[config.mk]
export PLATFORM = sky130hd
export DESIGN_NAME = spi_arbiter
export DESIGN_NICKNAME = d
export VERILOG_FILES = /design/src/rtl/spi_arbiter.sv
export SDC_FILE = /design/constraint.sdc
export NUM_CORES = 1
export LEC_CHECK = 0
export CAP_MARGIN = 40
export CELL_PAD_IN_SITES_DETAIL_PLACEMENT = 1
export CELL_PAD_IN_SITES_GLOBAL_PLACEMENT = 2
export CORE_UTILIZATION = 28
export CTS_CLUSTER_DIAMETER = 100
export CTS_CLUSTER_SIZE = 40
export DETAILED_ROUTE_END_ITERATION = 12
export PLACE_DENSITY_LB_ADDON = 0.1
export SETUP_SLACK_MARGIN = 0.3
export SYNTH_ARGS = -nofsm -noshare
export SYNTH_HDL_FRONTEND = slang
export SYNTH_SLANG_ARGS = --single-unit
[constraint.sdc]
create_clock -name clk -period 2.18 [get_ports clk]
set_input_delay 0.327 -clock clk [delete_from_list [all_inputs] [get_ports clk]]
set_output_delay 0.327 -clock clk [all_outputs]
set_load 0.02 [all_outputs]
[src/rtl/spi_arbiter.sv]
// Round-robin arbiter that shares one SPI master engine between several requesters.
// Grants one requester, starts the engine, waits for completion or timeout, returns the response.
module spi_arbiter #(
    parameter int req_count      = 4,
    parameter int word_width     = 8,
    parameter int SS_width       = 1,
    parameter int timeout_cycles = 255
) (
    input  logic                            clk,
    input  logic                            rst,
    input  logic [req_count-1:0]            req,
    input  logic [req_count*word_width-1:0] req_data,
    input  logic [req_count*SS_width-1:0]   req_ss,
    output logic [req_count-1:0]            grant,
    output logic [req_count-1:0]            done,
    output logic [word_width-1:0]           rsp_data,
    output logic                            rsp_err,
    output logic                            spi_start,
    output logic [word_width-1:0]           spi_tx,
    output logic [SS_width-1:0]             spi_ss,
    input  logic                            spi_done,
    input  logic [word_width-1:0]           spi_rx
);

    localparam int PTR_W = $clog2(req_count);
    localparam int CNT_W = $clog2(timeout_cycles + 1);
    localparam logic [PTR_W:0]         REQ_N = (PTR_W + 1)'(req_count);
    localparam logic [PTR_W-1:0]       LAST  = PTR_W'(req_count - 1);
    localparam logic [req_count-1:0]   ONE   = {{(req_count - 1){1'b0}}, 1'b1};
    localparam logic [CNT_W-1:0]       LIMIT = CNT_W'(timeout_cycles);

    typedef enum logic [1:0] {
        IDLE  = 2'd0,
        START = 2'd1,
        WAIT  = 2'd2,
        RESP  = 2'd3
    } state_t;

    state_t                  state_r, state_s;
    logic [PTR_W-1:0]        ptr_r, ptr_s;
    logic [PTR_W-1:0]        owner_r, owner_s;
    logic [CNT_W-1:0]        cnt_r, cnt_s;
    logic [req_count-1:0]    grant_r, grant_s;
    logic [req_count-1:0]    done_r, done_s;
    logic [word_width-1:0]   rsp_data_r, rsp_data_s;
    logic                    rsp_err_r, rsp_err_s;
    logic                    spi_start_r, spi_start_s;
    logic [word_width-1:0]   spi_tx_r, spi_tx_s;
    logic [SS_width-1:0]     spi_ss_r, spi_ss_s;
    logic [PTR_W-1:0]        win_s;
    logic [PTR_W:0]          sum_s;
    logic                    found_s;
    logic                    timeout_s;

    assign timeout_s = (cnt_r == LIMIT);

    // Round-robin pick: first set request at or above ptr, wrapping modulo req_count.
    always_comb begin
        found_s = 1'b0;
        win_s   = ptr_r;
        sum_s   = '0;
        for (int off = 0; off < req_count; off++) begin
            sum_s = {1'b0, ptr_r} + (PTR_W + 1)'(off);
            if (sum_s >= REQ_N) begin
                sum_s = sum_s - REQ_N;
            end else begin
                sum_s = sum_s;
            end
            if (!found_s && req[sum_s[PTR_W-1:0]]) begin
                found_s = 1'b1;
                win_s   = sum_s[PTR_W-1:0];
            end else begin
                found_s = found_s;
            end
        end
    end

    // State register.
    always_ff @(posedge clk or posedge rst) begin
        if (rst) begin
            state_r <= IDLE;
        end else begin
            state_r <= state_s;
        end
    end

    // Next-state logic.
    always_comb begin
        state_s = state_r;
        case (state_r)
            IDLE: begin
                if (|req) begin
                    state_s = START;
                end else begin
                    state_s = IDLE;
                end
            end
            START: state_s = WAIT;
            WAIT: begin
                if (spi_done || timeout_s) begin
                    state_s = RESP;
                end else begin
                    state_s = WAIT;
                end
            end
            RESP:    state_s = IDLE;
            default: state_s = IDLE;
        endcase
    end

    // Next values of the datapath and outputs; spi_done takes priority over the timeout.
    always_comb begin
        ptr_s       = ptr_r;
        owner_s     = owner_r;
        cnt_s       = cnt_r;
        grant_s     = grant_r;
        done_s      = '0;
        rsp_data_s  = rsp_data_r;
        rsp_err_s   = rsp_err_r;
        spi_start_s = 1'b0;
        spi_tx_s    = spi_tx_r;
        spi_ss_s    = spi_ss_r;
        case (state_r)
            IDLE: begin
                if (|req) begin
                    owner_s     = win_s;
                    grant_s     = ONE << win_s;
                    spi_start_s = 1'b1;
                    spi_tx_s    = req_data[int'(win_s) * word_width +: word_width];
                    spi_ss_s    = req_ss[int'(win_s) * SS_width +: SS_width];
                end else begin
                    grant_s = '0;
                end
            end
            START: cnt_s = '0;
            WAIT: begin
                if (spi_done) begin
                    rsp_data_s = spi_rx;
                    rsp_err_s  = 1'b0;
                    done_s     = grant_r;
                end else if (timeout_s) begin
                    rsp_data_s = '1;
                    rsp_err_s  = 1'b1;
                    done_s     = grant_r;
                end else begin
                    cnt_s = cnt_r + CNT_W'(1);
                end
            end
            RESP: begin
                grant_s = '0;
                if (owner_r == LAST) begin
                    ptr_s = '0;
                end else begin
                    ptr_s = owner_r + PTR_W'(1);
                end
            end
            default: grant_s = '0;
        endcase
    end

    // Datapath and output registers.
    always_ff @(posedge clk or posedge rst) begin
        if (rst) begin
            ptr_r       <= '0;
            owner_r     <= '0;
            cnt_r       <= '0;
            grant_r     <= '0;
            done_r      <= '0;
            rsp_data_r  <= '0;
            rsp_err_r   <= 1'b0;
            spi_start_r <= 1'b0;
            spi_tx_r    <= '0;
            spi_ss_r    <= '0;
        end else begin
            ptr_r       <= ptr_s;
            owner_r     <= owner_s;
            cnt_r       <= cnt_s;
            grant_r     <= grant_s;
            done_r      <= done_s;
            rsp_data_r  <= rsp_data_s;
            rsp_err_r   <= rsp_err_s;
            spi_start_r <= spi_start_s;
            spi_tx_r    <= spi_tx_s;
            spi_ss_r    <= spi_ss_s;
        end
    end

    assign grant     = grant_r;
    assign done      = done_r;
    assign rsp_data  = rsp_data_r;
    assign rsp_err   = rsp_err_r;
    assign spi_start = spi_start_r;
    assign spi_tx    = spi_tx_r;
    assign spi_ss    = spi_ss_r;

endmodule

==> results.json, run 1 <==
{
  "cp-end-kind": "register",
  "fin_crit_ns": 1.81,
  "worstSetupStartpointType": "input pin",
  "dieArea_um2": 8680,
  "crit_type": "in2reg",
  "vias": 2036,
  "postRouteAntennaNets": 0,
  "fin_total_pwr_w": 0.00421,
  "fin_util_pct": 43.9,
  "root_buffer": "clkbuf_8",
  "p_int_w": 0.00253,
  "final_common_cell": "clkdlybuf4s50_1",
  "ir_drop_v": 0.000416,
  "reg2reg_slack_ns": 0.48,
  "finalMaxSlewViolations": 0,
  "ys_warn_count": 0,
  "worstRegToRegCells": 7,
  "synth_area_um2": 2330,
  "cts_max_path_buffers": 2,
  "rsz0062_at_grt": "true",
  "fin_crit_sh_pct": 83.1,
  "ios": 78,
  "powerDensity_nw_per_um2": 1220,
  "antenna_cells": 0,
  "crit_fanout": 9,
  "wirelength_um": 6620,
  "grt_usage_pct": 16.0,
  "p_switching_w": 0.00168,
  "synth-async-reset-ratio_pct": 100,
  "rows": 32,
  "insertion_delay_ns": 0.30,
  "ys_types": 49,
  "area_growth_pct": 48.8,
  "fp.dieH_um": 93.1,
  "status": "finished clean",
  "cts_made_buffers": 5,
  "yosysSeqAreaShare_pct": 44.1,
  "drtPass1Iterations": 4,
  "synthFlopType": "dfrtp_1",
  "antenna_found_initial": 0,
  "timing.fmax_mhz": 552,
  "clock_sinks": 41,
  "pwr-share-seq_pct": 30.6,
  "slew_headroom_pct": 65.4,
  "portBuffers": 77,
  "wl_met2_um": 3430,
  "r2r_start": "cnt_r[0]",
  "setup_violations": 0,
  "grt_pass1_vias": 2169,
  "crit_arrival_ns": 2.01,
  "final_cell_mix": "clkdlybuf4s50_1, dfrtp_1, nor2_1",
  "drc": 0,
  "met1_length_um": 2940,
  "finalHoldViolCount": 0,
  "die_w_um": 93.1,
  "leakagePower_nw": 1.43,
  "p_comb_share_pct": 54.2,
  "synth-edff-count": 0,
  "dr_wl_met3_um": 179,
  "crit_required_ns": 2.38,
  "r2r_end": "cnt_r[7]",
  "fp.coreArea_um2": 7890,
  "fin_skew_ns": 0.0128,
  "gr-total-overflow": 0,
  "gp_congestion": 0.794,
  "synth_cells": 224,
  "start_util_pct": 29.5,
  "avgSynthCellArea_um2": 10.4,
  "cap_viol_max_count": 0,
  "hpwl_um": 4990,
  "ys_seq_elements": 41,
  "tightestPinTransition_ns": 0.519,
  "clk_pin_slew_worst_paths_ns": 0.09,
  "clock_power_share_pct": 15.2,
  "swShare_pct": 39.8,
  "drive_gt1_share_pct": 17.3,
  "syn_nets": 282,
  "grt_pass1_wl_um": 10700,
  "grt_start_max_net_pins": 21,
  "cts_tree": "yes",
  "vias_per_cell": 4.91,
  "hp-class": "in2async",
  "fin_nets": 370,
  "fin_hold_ws_ns": 0.333,
  "drt_iter0_markers": 63,
  "wire_per_inst_um": 16.0,
  "top_layer_used": "met4",
  "h-tree-depth": 2
}
[layer usage]
layer | up-vias | global-route usage (%)
met4 | 0 | 4.49
met5 | - | 0
met1 | 988 | 20.3
met2 | 45 | 28.0
met3 | 4 | 2.52
li1 | 999 | -
[cell usage after synthesis, types with 7 or more instances]
library cell,number,share of area (%)
and2_1,7,1.9
o22a_1,8,3.0
nor2_1,16,2.6
a221o_1,8,3.4
o21ai_0,10,2.2
ha_1,7,3.8
a31oi_1,8,2.2
o31ai_1,8,2.6
a21oi_1,10,2.2
nand4_1,11,3.0
dfrtp_1,41,44
inv_1,14,2.3
nand2_1,11,1.8
[critical path, stage by stage]
cell and delay (ns):
clkdlybuf4s50_1 0.45, buf_4 0.18, nor2b_1 0.15, o21ba_2 0.31, o31ai_1 0.29, a21oi_1 0.12, o22a_1 0.18
[kinds of logic (layout without fill, tap and decap cells)]
logic type | count (synthesis) | after routing | synth area share [%]
AND/OR/NAND/NOR | 72 | 72 | 17.4
AO/OA/AOI/OAI | 71 | 71 | 25.8
flip-flops | 41 | 41 | 44.1
buffers and inverters | 27 | 116 | 6.35
adder cells (fa/ha/maj) | 7 | 7 | 3.77
multiplexers | 4 | 4 | 1.83
XOR/XNOR | 2 | 2 | 0.753
[sequential cells by signal, indices dropped and copies added, names as in the netlist]
| register | cells |
|---|---|
| owner_r | 2 |
| rsp_data | 8 |
| done | 4 |
| cnt_r | 8 |
| spi_ss | 1 |
| ptr_r | 2 |
| spi_start | 1 |
| rsp_err | 1 |
| state_r | 2 |
| grant | 4 |
| spi_tx | 8 |
[how the worst max path moves through the flow]
stage / depth (start not counted) / endpoint / slack (ns) / from
final: 7 / spi_tx[0] / 0.37 / req[0]
after global routing: 7 / spi_tx[0] / 0.28 / req[0]
after CTS: 6 / spi_tx[6] / 0.32 / req[2]
after detailed placement: 6 / spi_tx[6] / -0.16 / req[2]
after global placement: 6 / spi_tx[4] / -0.09 / req[2]
after floorplan: 6 / cnt_r[7] / 0.45 / cnt_r[0]
[power groups by stage]
stage               logic, W  clock network [W]  registers, W
floorplan            0.00114                  0       0.00149
global placement     0.00221                  0       0.00130
detailed placement   0.00223                  0       0.00131
CTS                  0.00226           0.000663       0.00129
global route         0.00249           0.000690       0.00134
finish               0.00228           0.000642       0.00129
[layout make-up]
cell class | instances | area, um2
clock buffers | 7 | 86.3
clock inverters | 1 | 30.0
fillers | 885 | 4430
inverters | 14 | 56.3
multi-input cells | 156 | 1200
flip-flops and latches | 41 | 1030
well taps | 102 | 128
repair buffers | 93 | 922
repair inverters | 1 | 7.51
[per-stage QoR]
stage	cell area [um2]	std cells	setup WS, ns	setup TNS [ns]
6_report	3460	415	0.369	0
5_1_grt	3460	415	0.278	0
4_1_cts	3410	414	0.316	0
3_5_place_dp	3270	406	-0.159	-1.35
3_3_place_gp	3270	406	-0.0857	-0.733
2_1_floorplan	2330	224	0.453	0
[what timing repair did]
item / in CTS / in global routing
setup endpoints to repair: 10 / 18
gates resized for setup: 5 / 11
setup buffers: 0 / 0
hold buffers: 0 / 0
gates cloned: 0 / 1
Power figures use the tool's default switching activity.
==> inputs of run 2 (changes only) <==
- clock period: 2.18 -> 1.81 ns (I/O delays scaled with it)
==> run 2 against run 1 <==
Net effect:
- global-route usage grew 0.29 points
- register-to-register slack lost 0.37 ns
- worst setup slack lost 0.26 ns
- utilization grew 6.0 points
- flip-flop and latch count is the same
- combinational power grew 47%
- highest routed layer unchanged
==> results.json, run 2 (synthesis results as in run 1) <==
{
  "grtUsageMet1_pct": 20.0,
  "postRouteAntennaNets": 0,
  "multi_input_area_um2": 1480,
  "area_growth_pct": 69.2,
  "cp-end-kind": "register",
  "drt_iter0_markers": 53,
  "fin_crit_ns": 1.70,
  "leakagePower_nw": 1.72,
  "gr-total-overflow": 0,
  "dieArea_um2": 8680,
  "cts_tree": "yes",
  "fp.dieH_um": 93.1,
  "timing.fmax_mhz": 587,
  "fin_crit_sh_pct": 94.1,
  "h-tree-depth": 2,
  "cpPeakStageDelay_ns": 0.46,
  "critPathSlowestCell": "dfrtp_2",
  "crit_required_ns": 1.99,
  "pwr-share-seq_pct": 28.3,
  "cap_viol_max_count": 0,
  "crit_fanout": 6,
  "grt_pass1_vias": 2237,
  "fin_util_pct": 49.9,
  "vias_per_cell": 4.88,
  "portBuffers": 77,
  "clk_pin_slew_worst_paths_ns": 0.07,
  "grt_pass1_wl_um": 11000,
  "drc": 0,
  "finalMaxSlewViolations": 0,
  "r2r_start": "ptr_r[1]",
  "hpwl_um": 4950,
  "path_cells": "buf_6, nor2_4, o21ai_2, buf_4, nand3_4, a221o_1, o22a_1",
  "path_buf_inv": 2,
  "cts_max_path_buffers": 2,
  "worstSetupStartpoint": "ptr_r[1]",
  "slew_headroom_pct": 63.2,
  "crit_type": "reg2reg",
  "powerDensity_nw_per_um2": 1390,
  "crit_arrival_ns": 1.88,
  "root_buffer": "clkbuf_8",
  "p_comb_share_pct": 61.3,
  "crit_family": "compound AO/OA/AOI/OAI gates",
  "reg2reg_slack_ns": 0.11,
  "fp.coreArea_um2": 7890,
  "ir_drop_v": 0.000620,
  "rsz0062_at_grt": "true",
  "finalHoldViolCount": 0,
  "tightestPinTransition_ns": 0.549,
  "grt_busiest_layer": "met2",
  "met2_usage_pct": 29.5,
  "wire_per_inst_um": 16.6,
  "wirelength_um": 7370,
  "gp_congestion": 0.749,
  "final_cell_mix": "clkdlybuf4s50_1, dfrtp_1, buf_4",
  "start_util_pct": 29.5,
  "clock_power_share_pct": 10.4,
  "drtPass1Iterations": 4,
  "cts_made_buffers": 5,
  "regArea_um2": 1030,
  "rows": 32,
  "insertion_delay_ns": 0.28,
  "drive_gt1_share_pct": 35.5,
  "p_int_w": 0.00316,
  "p_switching_w": 0.00230,
  "die_w_um": 93.1,
  "antenna_found_initial": 0,
  "fin_nets": 398,
  "use_met3_pct": 2.52,
  "grt_start_max_net_pins": 29,
  "ios": 78,
  "status": "finished clean",
  "antenna_cells": 0,
  "hp-class": "in2async",
  "swShare_pct": 42.2,
  "vias": 2161,
  "final_common_cell": "clkdlybuf4s50_1",
  "clock_sinks": 41,
  "num-fill-cells": 839,
  "setup_violations": 0,
  "fin_skew_ns": 0.00211,
  "setup_tns_ns": 0,
  "grt_usage_pct": 16.3,
  "worstSetupStartpointType": "register"
}
run 2: metal layers:
metal  vias up  part of all wire, %  wire length, um
met3         7                  2.8              210
met4         0                  1.1               78
li1       1061                    -                -
met2        46                   53             3930
met1      1047                   43             3160
met5         -                    0                0
run 2: power groups by stage:
stage / sequential (W) / combinational (W) / clock, W
2_1_floorplan: 0.00179 / 0.00139 / 0
3_5_place_dp: 0.00156 / 0.00278 / 0
6_report: 0.00155 / 0.00335 / 0.000569
5_1_grt: 0.00160 / 0.00362 / 0.000631
4_1_cts: 0.00152 / 0.00300 / 0.000593
3_3_place_gp: 0.00155 / 0.00274 / 0
run 2: path summary, 6_finish.rpt:
kind | depth (start not counted) | to
min reg2reg | 1 | spi_tx[7]
min in group clk | 1 | spi_tx[7]
max | 7 | spi_tx[6]
max in group asynchronous | 3 | ptr_r[0]
min | 2 | spi_start
max reg2reg | 7 | spi_tx[6]
run 2: timing repair:
item / 4_1_cts / 5_1_grt
pin swaps: 9 / 16
setup endpoints to repair: 60 / 40
resized for setup: 57 / 56
gates cloned: 1 / 2
buffers inserted: 12 / 6
hold buffers: 0 / 0
run 2: worst reg2reg max path, delay by kind of cell, from the launching register on:
kind | cells | cell delay, ns
AOI/OAI and AO/OA | 3 | 0.69
DFF | 1 | 0.46
buffers and inverters | 2 | 0.30
and+or+nand+nor | 2 | 0.15
run 2: layout make-up:
class | instances | share of cell area, %
well taps | 102 | 3.24
inverters | 14 | 1.43
repair buffers | 119 | 29.4
multi-input cells | 158 | 37.6
flip-flops and latches | 41 | 26.1
clock buffers | 8 | 2.03
repair inverters | 1 | 0.191
run 2: per-stage QoR:
step	worst slack, ns	hold WS, ns	std cells	power [W]	area (um2)
floorplan	0.184	0.415	224	0.00318	2350
global placement	-0.503	0.461	414	0.00430	3370
detailed placement	-0.515	0.489	414	0.00435	3370
CTS	0.122	0.271	435	0.00512	3650
global route	0.0227	0.289	443	0.00585	3940
finish	0.107	0.269	443	0.00546	3940
